--- config.mk ---
export PLATFORM = sky130hd
export DESIGN_NAME = fir_da_controller
export DESIGN_NICKNAME = d
export VERILOG_FILES = /design/src/rtl/fir_da_pkg.sv /design/src/rtl/fir_da_tap_line.sv /design/src/rtl/fir_da_controller.sv
export SDC_FILE = /design/constraint.sdc
export NUM_CORES = 1
export LEC_CHECK = 0
export CORE_ASPECT_RATIO = 1.4
export CORE_MARGIN = 2
export CORE_UTILIZATION = 32
export DETAILED_ROUTE_END_ITERATION = 8
export SLEW_MARGIN = 20
export SYNTH_ARGS = -nofsm -noshare
export SYNTH_HDL_FRONTEND = slang
export SYNTH_HIERARCHICAL = 1
export SYNTH_SLANG_ARGS = --single-unit
--- constraint.sdc ---
create_clock -name clk -period 7.6 [get_ports clk]
set_clock_uncertainty 0.2 [all_clocks]
set_input_delay 1.14 -clock clk [delete_from_list [all_inputs] [get_ports clk]]
set_output_delay 1.14 -clock clk [all_outputs]
set_load 0.01 [all_outputs]
--- src/rtl/fir_da_pkg.sv ---
// Shared types and helpers for the bit-serial DA FIR sequencer.
// Provides the FSM state enum, accumulator width and saturating truncation.
package fir_da_pkg;

   typedef enum logic [1:0] {
      IDLE,
      CALC,
      OUT
   } state_t;

   function automatic int acc_width(int ww, int dw);
      return ww + dw + 1;
   endfunction

   // Clamp a sign-extended value into a signed ow-bit range.
   function automatic logic signed [63:0] sat_trunc(
      logic signed [63:0] acc,
      int ow
   );
      logic signed [63:0] hi;
      logic signed [63:0] lo;
      hi = (64'sd1 <<< (ow - 1)) - 64'sd1;
      lo = -(64'sd1 <<< (ow - 1));
      if (acc > hi) return hi;
      if (acc < lo) return lo;
      return acc;
   endfunction

endpackage

--- src/rtl/fir_da_tap_line.sv ---
// TAPS x DATA_WIDTH sample delay line with bit-slice readout.
// Ports: clk, rst (async high), shift_en, din, sel (bit index j), slice (bit j of every tap).
module fir_da_tap_line #(
   parameter int TAPS       = 3,
   parameter int DATA_WIDTH = 16,
   parameter int SEL_W      = (DATA_WIDTH > 1) ? $clog2(DATA_WIDTH) : 1
) (
   input  logic                  clk,
   input  logic                  rst,
   input  logic                  shift_en,
   input  logic [DATA_WIDTH-1:0] din,
   input  logic [SEL_W-1:0]      sel,
   output logic [TAPS-1:0]       slice
);

   logic [DATA_WIDTH-1:0] tap_q [TAPS];

   always_ff @(posedge clk or posedge rst) begin
      if (rst) begin
         for (int k = 0; k < TAPS; k++) tap_q[k] <= '0;
      end else if (shift_en) begin
         tap_q[0] <= din;
         for (int k = 1; k < TAPS; k++) tap_q[k] <= tap_q[k-1];
      end
   end

   always_comb begin
      slice = '0;
      for (int k = 0; k < TAPS; k++) slice[k] = tap_q[k][sel];
   end

endmodule

--- src/rtl/fir_da_controller.sv ---
// Bit-serial DA FIR sequencer for an offset-binary half-table ROM.
// Ports: clk, rst (async high), in_valid/in_ready/in_data sample input,
// out_valid/out_ready/out_data result, rom_address/rom_en/rom_data ROM side, busy.
// Macro FIR_DA_SAT_EN: saturate the result to OUT_WIDTH instead of wrapping.
module fir_da_controller
   import fir_da_pkg::*;
#(
   parameter int TAPS       = 3,
   parameter int DATA_WIDTH = 16,
   parameter int WORD_WIDTH = 16,
   parameter int OUT_WIDTH  = 32,
   parameter logic signed [WORD_WIDTH+DATA_WIDTH:0] OFFSET = '0
) (
   input  logic                  clk,
   input  logic                  rst,
   input  logic                  in_valid,
   output logic                  in_ready,
   input  logic [DATA_WIDTH-1:0] in_data,
   output logic                  out_valid,
   input  logic                  out_ready,
   output logic [OUT_WIDTH-1:0]  out_data,
   output logic [TAPS-1:0]       rom_address,
   output logic                  rom_en,
   input  logic [WORD_WIDTH-1:0] rom_data,
   output logic                  busy
);

   localparam int ACC_WIDTH = acc_width(WORD_WIDTH, DATA_WIDTH);
   localparam int CNT_W = (DATA_WIDTH > 1) ? $clog2(DATA_WIDTH) : 1;
   localparam logic [CNT_W-1:0] LAST = CNT_W'(DATA_WIDTH - 1);

   state_t state_q, state_d;
   logic [CNT_W-1:0] cnt_q;
   logic [TAPS-1:0] slice;
   logic accept, last;
   logic signed [ACC_WIDTH-1:0] acc_q, acc_next;
   logic signed [ACC_WIDTH-1:0] t_ext, term, res_sum;
   logic signed [63:0] res_wide, res_fmt;
   logic unused_ok;

   assign accept = in_valid & in_ready;
   assign last   = (cnt_q == LAST);

   fir_da_tap_line #(
      .TAPS       (TAPS),
      .DATA_WIDTH (DATA_WIDTH),
      .SEL_W      (CNT_W)
   ) u_taps (
      .clk      (clk),
      .rst      (rst),
      .shift_en (accept),
      .din      (in_data),
      .sel      (cnt_q),
      .slice    (slice)
   );

   always_ff @(posedge clk or posedge rst) begin
      if (rst) state_q <= IDLE;
      else     state_q <= state_d;
   end

   always_comb begin
      state_d = state_q;
      unique case (state_q)
         IDLE:    if (accept) state_d = CALC;
         CALC:    if (last) state_d = OUT;
         OUT:     if (out_ready) state_d = accept ? CALC : IDLE;
         default: state_d = IDLE;
      endcase
   end

   always_comb begin
      in_ready    = ~rst & ((state_q == IDLE) |
                            ((state_q == OUT) & out_ready));
      out_valid   = (state_q == OUT);
      busy        = (state_q != IDLE);
      rom_en      = (state_q == CALC);
      rom_address = (state_q == CALC) ? slice : '0;
   end

   // Half table stores Q(a) for a[0]=0; Q(~a) = -Q(a) covers the rest.
   // The sign-bit slice carries weight -2^j, hence the subtraction.
   always_comb begin
      t_ext = ACC_WIDTH'(signed'(rom_data));
      if (rom_address[0]) t_ext = -t_ext;
      term     = t_ext <<< cnt_q;
      acc_next = last ? (acc_q - term) : (acc_q + term);
      res_sum  = acc_next + OFFSET;
      res_wide = 64'(res_sum);
`ifdef FIR_DA_SAT_EN
      res_fmt  = sat_trunc(res_wide, OUT_WIDTH);
`else
      res_fmt  = res_wide;
`endif
   end

   // Upper bits of the 64-bit staging value are dropped on purpose.
   assign unused_ok = &{1'b0, res_fmt};

   always_ff @(posedge clk or posedge rst) begin
      if (rst) begin
         acc_q    <= '0;
         cnt_q    <= '0;
         out_data <= '0;
      end else if (accept) begin
         acc_q <= '0;
         cnt_q <= '0;
      end else if (state_q == CALC) begin
         acc_q <= acc_next;
         cnt_q <= cnt_q + 1'b1;
         if (last) out_data <= res_fmt[OUT_WIDTH-1:0];
      end
   end

endmodule

==> out/qor.yml <==
grtUsageMet2: 0.290
numCtsBuffers: 17
cp_data_required_time_ns: 7.72
fin_util: 0.391
critPathMaxFanout: 28
viasPerCell: 5.42
synthFlopType: "dfrtp_1"
drtIter0Drc: 446
worst_pin_slew_ns: 1.07
synth-async-reset-ratio: 1.00
drc: 0
synth_cell_type_count: 96
grt_overflow: 0
synth_warnings: 6
final_hold_viol_count: 0
synth_top_family_by_area: "compound AO/OA/AOI/OAI gates"
path_clk_slew_ns: 0.06
synth.mux.area_fraction: 0.118
synth-seq-cells: 118
setup-violations-final: 0
synthTopCellsByArea: "dfrtp_1, mux2_2, o21ai_0, ha_1, nand2_1"
grtUsageMet3: 0.0319
post-route-period-util: 0.943
slew_violations: 0
first_global_vias: 8021
dr.pass1.iters: 7
place_congestion: 0.935
finalWirelength_um: 25400
final_common_cell: "dfrtp_1"
synth_edf_count: 0
critPathCaptureType: "flop"
nFillCells: 2894
clkSinkCount: 118
hold_buffers: 0
area_growth_pct: 20.1
yosysSeqAreaShare: 0.318
htreeDepth: 4
fmaxAchievable_mhz: 140
synth_compound_area_frac: 0.218
hold_path.class: "flop to flop"
synth.avg_cell_area_sq_um: 9.08
worst_slack_ns: 0.437
synthesis.area_sq_um: 9290
regToRegStartpoint: "cnt_q[0]"
status: "finished, final reports clean"
area.sequential_sq_um: 2960
drv_cap: 0
io_pins: 75
grt_first_pass_wirelength_um: 41800
syn-num-nets: 1095
ant_nets: 0
place_hpwl_um: 19200
layout_common_cells: "dfrtp_1, nand2_1, o21ai_0, clkdlybuf4s50_1"
hp-start: "out_data[12]"
synth_fa_ha_area_frac: 0.0493
num_rows: 73
critical_path_class: "flop to flop"
ff2ff_path_depth: 22
drive_gt1_frac: 0.169
start_util: 0.326
root_buffer: "clkbuf_16"
relSlewSlack: 0.284
grt-busiest-layer: "met2"
coreArea_sq_um: 28500
yosys.area.top_type: "dfrtp_1"
clkLatencyLatePin_ns: 0.44
multi_input_area_sq_um: 5950
post-synth-top-area-fraction: 0.318
track_usage: 0.171
finalNetCount: 1171
synthCells: 1023
die_x_um: 148
die_h_um: 206
synth_xor_area_frac: 0.0611
antenna_found_initial: 0
grt_max_degree: 65
synth_simple_gate_area_share: 0.192
clockBufferDepth: 2
wl_per_cell_um: 17.1
die-area_sq_um: 30400
cts_tree: "yes"
reg2reg_setup_slack_ns: 0.44
endpoint: "out_data[30]"
worstSetupStartpoint: "cnt_q[0]"
port_buffers: 74
grtUsageMet1: 0.205
timing.final.crit_period_ns: 7.16
r2r_end: "out_data[30]"
n_antenna_cell: 0
dp_slack_ns: 0.0410
vias: 8066
start_kind: "flop"
critPathArrivalTime_ns: 7.29
==> layout make-up <==
cell class,count,share of cell area
multi-input cells,810,0.533
inverters,32,0.0109
flip-flops and latches,118,0.265
repair buffers,120,0.0974
well taps,375,0.0421
clock inverters,14,0.0127
clock buffers,18,0.0385
==> through the flow <==
step | std cells | setup TNS [ns] | hold WS (ns) | area [sq um]
after global placement | 1448 | 0 | 0.260 | 10500
after CTS | 1480 | 0 | 0.281 | 11100
after global routing | 1487 | -0.00560 | 0.305 | 11200
final | 1487 | 0 | 0.274 | 11200
after floorplan | 1023 | 0 | 0.255 | 9290
after detailed placement | 1448 | 0 | 0.266 | 10500
==> cells in the mapped netlist (10+ instances only) <==
cell type	count
nor3_1	23
clkbuf_1	38
a21o_1	12
a211oi_1	12
dfrtp_1	118
o21ai_0	89
o211ai_1	13
inv_1	32
nor2_1	53
nand2_1	102
a21oi_1	48
and2_1	10
mux4_1	10
nand2b_1	13
nand3_1	53
ha_1	35
xor2_1	25
nor2b_1	12
a31oi_1	17
buf_2	18
xnor2_1	38
mux2i_1	11
mux2_2	52
==> state kept, by name (all words and copies together) (netlist names) <==
signal	cells
u_taps/tap_q	48
acc_q	32
out_data	32
cnt_q	4
state_q	2
==> critical path: stages (launching register included) <==
cell and delay [ns]:
dfrtp_4 0.49, mux4_1 0.60, a22oi_1 0.22, nand3_1 0.26
nand3b_1 0.19, buf_4 0.31, o21ai_0 0.17, nand3_1 0.14
o211ai_1 0.12, o311ai_0 0.70, nor3_2 0.15, or3b_2 0.51
ha_1 0.38, a21o_1 0.20, a211oi_1 0.30, a21boi_0 0.22
a211o_1 0.37, a221o_1 0.34, nand4_1 0.13, a31oi_1 0.17
a311oi_1 0.41, xnor2_1 0.17, mux2_2 0.28
==> layer usage <==
metal  vias up  share of wire  wire length (um)
li1       3966              -                 -
met1      3844           0.43             11000
met2       189           0.49             12500
met3        67          0.036               915
met4         0          0.041              1040
met5         -              0                 0
==> cells by family (layout without fill, tap and decap cells) <==
| family | Yosys count | in the layout |
|---|---|---|
| AO/OA/AOI/OAI | 294 | 294 |
| XOR/XNOR | 64 | 64 |
| adder cells (fa/ha/maj) | 36 | 36 |
| buffers and inverters | 95 | 184 |
| flip-flops | 118 | 118 |
| multiplexers | 80 | 80 |
| AND/OR/NAND/NOR | 336 | 336 |
==> repair_timing <==
| item | CTS | global route |
|---|---|---|
| setup buffers | 0 | 7 |
| gates resized for setup | 0 | 5 |
| endpoints found under the hold margin | 0 | 0 |
| setup endpoints to repair | 0 | 8 |
==> worst min-delay path by stage <==
stage | end | slack, ns | cells past startpoint
finish | out_data[12] | 0.27 | 2
global route | out_data[5] | 0.31 | 2
CTS | out_data[5] | 0.28 | 2
detailed placement | out_data[5] | 0.27 | 2
global placement | out_data[3] | 0.26 | 2
floorplan | acc_q[14] | 0.26 | 2
Power is left out: the tool's default activity adds up to more than one toggle a clock period on the data nets, which glitch-free logic cannot reach.
